## config.mk

```make
export PLATFORM = sky130hd
export DESIGN_NAME = alu_control_flat
export DESIGN_NICKNAME = d
export VERILOG_FILES = /design/src/rtl/alu_control_if.sv /design/src/rtl/alu_control.sv /design/src/flat_wrapper.sv
export SDC_FILE = /design/constraint.sdc
export NUM_CORES = 1
export LEC_CHECK = 0
export CORE_ASPECT_RATIO = 0.9
export CORE_MARGIN = 1
export CORE_UTILIZATION = 48
export CTS_BUF_LIST = sky130_fd_sc_hd__clkbuf_4 sky130_fd_sc_hd__clkbuf_8 sky130_fd_sc_hd__clkbuf_16
export DETAILED_ROUTE_END_ITERATION = 8
export PLACE_DENSITY = 0.86
export SYNTH_ARGS = -nofsm -noshare
export SYNTH_HDL_FRONTEND = slang
export SYNTH_SLANG_ARGS = --single-unit
```

## constraint.sdc

```tcl
create_clock -name clk -period 5.4 [get_ports clk]
set_clock_uncertainty 0.15 [all_clocks]
set_input_delay 1.08 -clock clk [delete_from_list [all_inputs] [get_ports clk]]
set_output_delay 1.08 -clock clk [all_outputs]
set_load 0.02 [all_outputs]
```

## src/rtl/alu_control_if.sv

```systemverilog
// Handshake and decoded-control bundle between the fetch/issue side, the decoder and the ALU.
// Latency: none, wires only.
// Backpressure: in_valid/in_ready for instructions, out_valid/out_ready for controls, flags_valid for branch flags.
interface alu_control_if;
    logic        in_valid;
    logic        in_ready;
    logic [31:0] instr;
    logic        out_valid;
    logic        out_ready;
    logic [3:0]  control;
    logic        alu_src;
    logic        auipc;
    logic        lui;
    logic [31:0] immediate;
    logic        is_branch;
    logic        illegal;
    logic        flags_valid;
    logic        zero;
    logic        br_valid;
    logic        br_taken;

    // Decoder side
    modport slave (
        input  in_valid, instr, out_ready, flags_valid, zero,
        output in_ready, out_valid, control, alu_src, auipc, lui, immediate,
               is_branch, illegal, br_valid, br_taken
    );

    // Issue/ALU side
    modport master (
        output in_valid, instr, out_ready, flags_valid, zero,
        input  in_ready, out_valid, control, alu_src, auipc, lui, immediate,
               is_branch, illegal, br_valid, br_taken
    );
endinterface

```

## src/rtl/alu_control.sv

```systemverilog
// RV32I ALU-control decoder with conditional-branch resolution.
// Latency: controls valid 1 cycle after acceptance; br_valid pulses 1 cycle after flags_valid.
// Backpressure: one instruction in flight; in_ready stays low until out_ready (and branch flags) retire it.
module alu_control (
    input  logic         clk,
    input  logic         rst,
    alu_control_if.slave bus
);
    typedef enum logic [1:0] {IDLE = 2'd0, HOLD = 2'd1, BR_WAIT = 2'd2, BR_DONE = 2'd3} state_t;

    localparam logic [6:0] OP_R      = 7'b0110011;
    localparam logic [6:0] OP_IMM    = 7'b0010011;
    localparam logic [6:0] OP_LOAD   = 7'b0000011;
    localparam logic [6:0] OP_STORE  = 7'b0100011;
    localparam logic [6:0] OP_BRANCH = 7'b1100011;
    localparam logic [6:0] OP_JAL    = 7'b1101111;
    localparam logic [6:0] OP_JALR   = 7'b1100111;
    localparam logic [6:0] OP_LUI    = 7'b0110111;
    localparam logic [6:0] OP_AUIPC  = 7'b0010111;

    localparam logic [3:0] ALU_SUB  = 4'b1000;
    localparam logic [3:0] ALU_SLT  = 4'b0010;
    localparam logic [3:0] ALU_SLTU = 4'b0011;

    state_t state_q, state_d;

    logic [6:0]  opcode;
    logic [2:0]  funct3;
    logic [6:0]  funct7;
    logic [31:0] imm_i, imm_s, imm_b, imm_u, imm_j;

    logic [3:0]  control_d, control_q;
    logic        alu_src_d, alu_src_q;
    logic        auipc_d, auipc_q;
    logic        lui_d, lui_q;
    logic [31:0] imm_d, imm_q;
    logic        is_branch_d, is_branch_q;
    logic        illegal_d, illegal_q;
    logic        br_inv_d, br_inv_q;
    logic        br_taken_d, br_taken_q;
    logic        accept;

    assign opcode = bus.instr[6:0];
    assign funct3 = bus.instr[14:12];
    assign funct7 = bus.instr[31:25];

    assign imm_i = {{20{bus.instr[31]}}, bus.instr[31:20]};
    assign imm_s = {{20{bus.instr[31]}}, bus.instr[31:25], bus.instr[11:7]};
    assign imm_b = {{20{bus.instr[31]}}, bus.instr[7], bus.instr[30:25], bus.instr[11:8], 1'b0};
    assign imm_u = {bus.instr[31:12], 12'b0};
    assign imm_j = {{12{bus.instr[31]}}, bus.instr[19:12], bus.instr[20], bus.instr[30:21], 1'b0};

    assign accept = (state_q == IDLE) && bus.in_valid;

    // BNE/BLT/BLTU take the branch on a clear zero flag; funct3[0]^funct3[2] marks those.
    assign br_inv_d   = funct3[0] ^ funct3[2];
    assign br_taken_d = bus.zero ^ br_inv_q;

    // Combinational decode of the presented instruction word.
    always_comb begin
        control_d   = 4'b0000;
        alu_src_d   = 1'b0;
        auipc_d     = 1'b0;
        lui_d       = 1'b0;
        imm_d       = 32'b0;
        is_branch_d = 1'b0;
        illegal_d   = 1'b0;
        case (opcode)
            OP_R: begin
                if ((funct7 == 7'b0000000) ||
                    ((funct7 == 7'b0100000) && ((funct3 == 3'b000) || (funct3 == 3'b101)))) begin
                    control_d = {funct7[5], funct3};
                end else begin
                    illegal_d = 1'b1;
                end
            end
            OP_IMM: begin
                alu_src_d = 1'b1;
                control_d = {(funct3 == 3'b101) & funct7[5], funct3};
                imm_d     = (funct3[1:0] == 2'b01) ? {27'b0, bus.instr[24:20]} : imm_i;
            end
            OP_LOAD, OP_JALR: begin
                alu_src_d = 1'b1;
                imm_d     = imm_i;
            end
            OP_STORE: begin
                alu_src_d = 1'b1;
                imm_d     = imm_s;
            end
            OP_JAL: begin
                alu_src_d = 1'b1;
                imm_d     = imm_j;
            end
            OP_LUI: begin
                alu_src_d = 1'b1;
                lui_d     = 1'b1;
                imm_d     = imm_u;
            end
            OP_AUIPC: begin
                alu_src_d = 1'b1;
                auipc_d   = 1'b1;
                imm_d     = imm_u;
            end
            OP_BRANCH: begin
                if (funct3[2:1] == 2'b01) begin
                    illegal_d = 1'b1;
                end else begin
                    is_branch_d = 1'b1;
                    imm_d       = imm_b;
                    control_d   = !funct3[2] ? ALU_SUB : (funct3[1] ? ALU_SLTU : ALU_SLT);
                end
            end
            default: illegal_d = 1'b1;
        endcase
    end

    // State register.
    always_ff @(posedge clk) begin
        if (rst) begin
            state_q <= IDLE;
        end else begin
            state_q <= state_d;
        end
    end

    // Next-state logic.
    always_comb begin
        state_d = state_q;
        case (state_q)
            IDLE:    if (bus.in_valid)    state_d = HOLD;
            HOLD:    if (bus.out_ready)   state_d = is_branch_q ? BR_WAIT : IDLE;
            BR_WAIT: if (bus.flags_valid) state_d = BR_DONE;
            BR_DONE: state_d = IDLE;
            default: state_d = IDLE;
        endcase
    end

    // Capture the decoded controls when an instruction is accepted; they hold through HOLD.
    always_ff @(posedge clk) begin
        if (rst) begin
            control_q   <= 4'b0000;
            alu_src_q   <= 1'b0;
            auipc_q     <= 1'b0;
            lui_q       <= 1'b0;
            imm_q       <= 32'b0;
            is_branch_q <= 1'b0;
            illegal_q   <= 1'b0;
            br_inv_q    <= 1'b0;
        end else if (accept) begin
            control_q   <= control_d;
            alu_src_q   <= alu_src_d;
            auipc_q     <= auipc_d;
            lui_q       <= lui_d;
            imm_q       <= imm_d;
            is_branch_q <= is_branch_d;
            illegal_q   <= illegal_d;
            br_inv_q    <= br_inv_d;
        end
    end

    // Latch the branch outcome when the ALU flags arrive for the issued branch.
    always_ff @(posedge clk) begin
        if (rst) begin
            br_taken_q <= 1'b0;
        end else if ((state_q == BR_WAIT) && bus.flags_valid) begin
            br_taken_q <= br_taken_d;
        end
    end

    // State-derived handshake outputs and registered control outputs.
    always_comb begin
        bus.in_ready  = (state_q == IDLE);
        bus.out_valid = (state_q == HOLD);
        bus.br_valid  = (state_q == BR_DONE);
        bus.br_taken  = br_taken_q;
        bus.control   = control_q;
        bus.alu_src   = alu_src_q;
        bus.auipc     = auipc_q;
        bus.lui       = lui_q;
        bus.immediate = imm_q;
        bus.is_branch = is_branch_q;
        bus.illegal   = illegal_q;
    end
endmodule

```

## src/flat_wrapper.sv

```systemverilog
// flat-port wrapper written by rule: the top's interface ports become plain ports
module alu_control_flat 
  (clk, rst, bus_in_valid, bus_instr, bus_out_ready, bus_flags_valid, bus_zero, bus_in_ready, bus_out_valid, bus_control, bus_alu_src, bus_auipc, bus_lui, bus_immediate, bus_is_branch, bus_illegal, bus_br_valid, bus_br_taken);
  alu_control_if bus_i ();
  input  logic clk;
  input  logic rst;
  input wire logic [$bits(bus_i.in_valid)-1:0] bus_in_valid;
  input wire logic [$bits(bus_i.instr)-1:0] bus_instr;
  input wire logic [$bits(bus_i.out_ready)-1:0] bus_out_ready;
  input wire logic [$bits(bus_i.flags_valid)-1:0] bus_flags_valid;
  input wire logic [$bits(bus_i.zero)-1:0] bus_zero;
  output wire logic [$bits(bus_i.in_ready)-1:0] bus_in_ready;
  output wire logic [$bits(bus_i.out_valid)-1:0] bus_out_valid;
  output wire logic [$bits(bus_i.control)-1:0] bus_control;
  output wire logic [$bits(bus_i.alu_src)-1:0] bus_alu_src;
  output wire logic [$bits(bus_i.auipc)-1:0] bus_auipc;
  output wire logic [$bits(bus_i.lui)-1:0] bus_lui;
  output wire logic [$bits(bus_i.immediate)-1:0] bus_immediate;
  output wire logic [$bits(bus_i.is_branch)-1:0] bus_is_branch;
  output wire logic [$bits(bus_i.illegal)-1:0] bus_illegal;
  output wire logic [$bits(bus_i.br_valid)-1:0] bus_br_valid;
  output wire logic [$bits(bus_i.br_taken)-1:0] bus_br_taken;
  assign bus_i.in_valid = bus_in_valid;
  assign bus_i.instr = bus_instr;
  assign bus_i.out_ready = bus_out_ready;
  assign bus_i.flags_valid = bus_flags_valid;
  assign bus_i.zero = bus_zero;
  assign bus_in_ready = bus_i.in_ready;
  assign bus_out_valid = bus_i.out_valid;
  assign bus_control = bus_i.control;
  assign bus_alu_src = bus_i.alu_src;
  assign bus_auipc = bus_i.auipc;
  assign bus_lui = bus_i.lui;
  assign bus_immediate = bus_i.immediate;
  assign bus_is_branch = bus_i.is_branch;
  assign bus_illegal = bus_i.illegal;
  assign bus_br_valid = bus_i.br_valid;
  assign bus_br_taken = bus_i.br_taken;
  alu_control u_core (.clk(clk), .rst(rst), .bus(bus_i));
endmodule
```

* Yosys cells after proc, flatten, opt, wreduce, memory -nomap -nowiden
Cells that the tools add are included.
** Cells by class
- Add/sub/neg operators :: 0
- Multipliers :: 0
- Div/mod/pow operators :: 0
- Magnitude comparators :: 0
- Equality and inequality tests :: 19
- Shift-type cells :: 0
- Muxes and demuxes :: 21
- Bitwise operators :: 3
- Reduce and logical (&&, ||, !) cells :: 12
** Operator list (count)
- one-hot mux 32 bit (6 select lines) :: 1
- 2-to-1 mux 32 bit :: 2
- equality test 7 x 6 -> 1 bit (second input constant) :: 4
- equality test 7 bit (second input constant) :: 3
- equality test 7 x 5 -> 1 bit (second input constant) :: 2
- 2-to-1 mux 4 bit :: 3
- one-hot mux 4 bit (3 select lines) :: 1
- 2-to-1 mux 1 bit :: 8
- 2-to-1 mux 2 bit :: 4
- one-hot mux 2 bit (4 select lines) :: 1
- equality test 7 x 2 -> 1 bit (second input constant) :: 1
- zero test 7 bit :: 1
- OR reduction 7 bit :: 1
- equality test 2 x 1 -> 1 bit (second input constant) :: 3
- inequality test 2 bit (second input constant) :: 3
- equality test 2 bit (second input constant) :: 2
- OR reduction 2 bit :: 2
- equality test 3 bit (second input constant) :: 1
- logical AND 1 bit :: 3
- zero test 3 bit :: 1
- one-hot mux 1 bit (3 select lines) :: 1
- AND reduction 3 bit :: 1
- zero test 2 bit :: 1
- logical OR 1 bit :: 2
- other kinds (2) :: 3
** Storage, ports and cells
- Flip-flop bits (word level) :: 45
- Bits in latches :: 0
- Bits in writable memories :: 0
- Memory bits (read-only) :: 0
- Logic and storage cells :: 65
- Memories kept :: 0

* Depth between registers and ports, before layout
- Depth in word-level cells :: 6
- Gate-level depth with buffers :: 7
- Gate-level depth less buffers :: 5

* Worst setup path after synthesis
OpenSTA, ideal clock, no wires.
- Kind :: in2reg
- Start :: in bus_instr[4]
- End :: reg u_core.imm_q[28] (netlist: u_core.bus.immediate[28])
- Library setup time :: 0.084 ns
- Arrival time :: 2.446 ns
- Setup slack :: 2.720 ns
- Stages on the path :: 7
- Buffers on the path :: 3
- Path through :: buf_2 > nor2b_4 > o21ai_1 > a2111o_1 > buf_6 > buf_6 > o31ai_2
** On the way
- Longest elaborated chain between the ends :: 3
- Elaborated cells between the ends (all ways) :: 11
- Those cells by class :: eq/ne (8); mux (1); reduce/logical (2)
** Ends and longest elaborated chain
- from (decl) :: RTL line flat_wrapper.sv:8 : input wire logic [$bits(bus_i.instr)-1:0] bus_instr;
- equality test 7 x 6 -> 1 bit, or another cell as far along :: RTL line alu_control.sv:68 : case (opcode)
- OR reduction 2 bit (no source line)
- one-hot mux 32 bit (6 select lines) (*) :: RTL line alu_control.sv:68
- to (signal assigned) :: RTL line alu_control.sv:154 : imm_q <= imm_d;
- to (decl) :: RTL line alu_control.sv:36 : logic [31:0] imm_d, imm_q;
Every way passes the cells marked *; elsewhere a longest branch is shown, timed or not.
A chain may end at the register's enable or synchronous reset.

* Worst setup path in the final report
- Start :: in bus_instr[5]
- End :: reg u_core.imm_q[14] (netlist: u_core.bus.immediate[14])
Same word-level chain as after synthesis.

==> results.md <==
* Crit end category: flop
* CTS tree: yes
* Die ar. at about 5000 µm²
* Yosys top cell by area: dfxtp_1
* Power Density at 219 nW/µm²
* Met2 wire len at 3.02 mm
* Synth Register Bits at 45
* Worst-Margin Slew at 1.03 ns
* DRC at 0
* Max rail drop VDD at roughly 190 µV
* Final nets at 363
* Setup TNS at 0 ns
* IO Count at 83
* Total grt overflow at 0
* Period utilization at 65.6%
* FILL cells at 371
* Place WS at 1.56 ns
* Max FO, Critical Path at 21
* Root Buffer: clkbuf_8
* Post-CTS Repair Setup Buffers at 0
* Synth Cell Area at 2250 µm²
* Synth Net Count at 292
* WL/cell at about 16 µm
* Final GP Congestion at roughly 0.95
* Relative slew slack at between 30% and 40%
* Top cells by area, synth: dfxtp_1 (40%), a21oi_1 (5.8%), nand2_1 (4.8%)
* Overall Global Routing Usage at 27.0%
* Routed length on met3 at 386 µm
* First-pass GRT wire length at 10.0 mm
* Min Tclk post-route at 3.55 ns
* Register area at 901 µm²
* Clk slew on worst S/H paths at 0.09 ns
* Die W at 74.1 µm
* Drt first-iter violations at 201
* Vias in the first global route at 2,054
* Initial core utilization at 50.1%
* DRT Pass-1 Iters at 5
* Vias at 2,283
* Final slew viol count at 0
* Core box area at around 4500 µm²
* DR vias/cell at 5.88
* Gate Count Post-Synth at 254
* Worst min path class: reg -> reg
* Yosys warns at 0
* Row Count at 23
* RSZ-0062 raised after global routing: no
* Post-CTS sizing at 0
* Largest net degree at the start of global routing at 36
* H-tree depth at 2
* Post-synth top flop: dfxtp_1
* ANT cells at 0
* Yosys cell types at 52
* Top sig layer: met4
* Detailed Place HPWL at 4.46 mm
* Initial antenna violation count at 0
* ANT nets after route at 0
* Leak at ~1.1 nW
* Layout cells sized above 1 at 6.75%
* Worst R2R Path Depth at 5
* Crit path required time at between 5 and 6 ns
* Multi-input combinational cell area at 1230 µm²
* Area growth syn-to-layout at 40.7%
* Port Buf Inserts at 82
* Final WS setup at 1.85 ns
* Most common cell in the synthesized netlist: dfxtp_1
* Top post-synthesis cells by count: dfxtp_1 (45), nand2_1 (29), a21oi_1 (26)
* Final wirelength at 6.22 mm
* Total CTS buffers at 5
* CTS Buffer Depth at 2
* Fin. Hold Viols at 0
* CP Class: in -> reg
* Hold buffers post-CTS at 0
* Max Freq at roughly 280 MHz
* Later-pin clock latency in the skew report at 0.31 ns
* Chip Height at 66.9 µm
* Max-cap viol count at 0
* Crit path DAT at 3.65 ns
* Synth async-reset ratio at 0%
* Pwr Total at roughly 690 µW
* Post-synth top area share at 40.1%
* Met1 Wirelength at about 2.7 mm
* Crit start category: input pin
* Synth Area per Inst at 8.85 µm²
* Final number of setup-violating endpoints at 0
* CTS Sinks at 45
* Part of the Yosys area used for sequential elements at 40.1%
* EDFF count, synth at 0
* Outcome: finished, final reports clean
* Hold Crit Depth at 2
==> metal layers <==
metal / vias to the layer above / track usage (%)
met3: 8 / 5.60
li1: 1103 / -
met4: 0 / 10.8
met5: - / 0
met2: 99 / 43.9
met1: 1073 / 34.5
==> sequential cells by signal, summed over array words and instances (netlist names), named ones only <==
signal,flops
u_core.br_inv_q,1
u_core.bus.alu_src,1
u_core.bus.auipc,1
u_core.bus.br_taken,1
u_core.bus.control,4
u_core.bus.illegal,1
u_core.bus.immediate,32
u_core.bus.is_branch,1
u_core.bus.lui,1
u_core.state_q,1
==> critical path: stages <==
cell and delay, ns:
clkdlybuf4s50_1 0.76, nor2b_4 0.30, o21ai_1 0.09, a2111o_1 0.75
nor3b_4 0.46, a221o_1 0.20
==> final timing paths <==
check	start	slack, ns	to
setup / recovery	bus_instr[5]	1.85	u_core.bus.immediate[14]$_SDFFE_PP0P_
hold / removal	u_core.bus.lui$_SDFFE_PP0P_	0.30	u_core.bus.lui$_SDFFE_PP0P_
setup reg to reg	flop	2.96	u_core.bus.immediate[14]$_SDFFE_PP0P_
hold reg to reg	u_core.bus.lui$_SDFFE_PP0P_	0.30	u_core.bus.lui$_SDFFE_PP0P_
==> cells by family (layout without fill, tap and decap cells) <==
kind of cell	Yosys count	after routing	synth area share (%)
AOI/OAI and AO/OA	96	96	32.3
xor gates and xnor gates	2	2	0.779
DFF	45	45	40.1
and+or+nand+nor	87	87	20.6
muxes	2	2	0.890
buffers and inverters	22	94	5.34
==> cells in the final DEF (no fill, tap or decap), types with 2 or more instances in the layout <==
| master | netlist | layout |
|---|---|---|
| clkdlybuf4s50_1 | 0 | 82 |
| dfxtp_1 | 45 | 45 |
| nand2_1 | 29 | 29 |
| a21oi_1 | 26 | 26 |
| nor2_1 | 13 | 12 |
| a211oi_1 | 11 | 11 |
| a22o_1 | 10 | 10 |
| nor3_1 | 9 | 9 |
| a221o_1 | 8 | 8 |
| o31ai_1 | 8 | 8 |
| nand3_1 | 7 | 7 |
| o21ai_1 | 7 | 7 |
| nand2b_1 | 5 | 5 |
| a22oi_1 | 5 | 5 |
| clkbuf_8 | 0 | 5 |
| o31ai_2 | 4 | 4 |
| and2_1 | 3 | 3 |
| nor2b_1 | 3 | 3 |
| inv_1 | 3 | 3 |
| nor2_2 | 1 | 2 |
| a31oi_1 | 2 | 2 |
| and3_1 | 2 | 2 |
| nand3b_1 | 2 | 2 |
| o21ai_0 | 2 | 2 |
| o211ai_1 | 2 | 2 |
| nand4_1 | 2 | 2 |
| o2bb2ai_1 | 2 | 2 |
| mux2i_1 | 2 | 2 |
==> power breakdown <==
part / internal, mW / switching, mW / total (mW)
Clock: 0.144 / 0.119 / 0.263
Sequential: 0.334 / 0.00235 / 0.336
Combinational: 0.0436 / 0.0514 / 0.0951
==> per-stage QoR <==
| step | utilization [%] | cells | area (µm²) | hold WS (ns) |
|---|---|---|---|---|
| finish | 70.5 | 388 | 3160 | 0.304 |
| global route | 70.5 | 388 | 3160 | 0.326 |
| CTS | 70.5 | 388 | 3160 | 0.308 |
| detailed placement | 67.9 | 380 | 3050 | 0.288 |
| global placement | 67.9 | 380 | 3050 | 0.289 |
| floorplan | - | 254 | 2250 | 0.337 |
==> layout make-up <==
class                   instances  area share (%)
clock inverters                 2            1.23
repair buffers                 83            26.2
multi-input cells             187            38.9
flip-flops and latches         45            28.5
well taps                      62            2.45
clock buffers                   6            2.41
inverters                       3           0.356
Note: power is estimated with default switching activity, not from simulation.
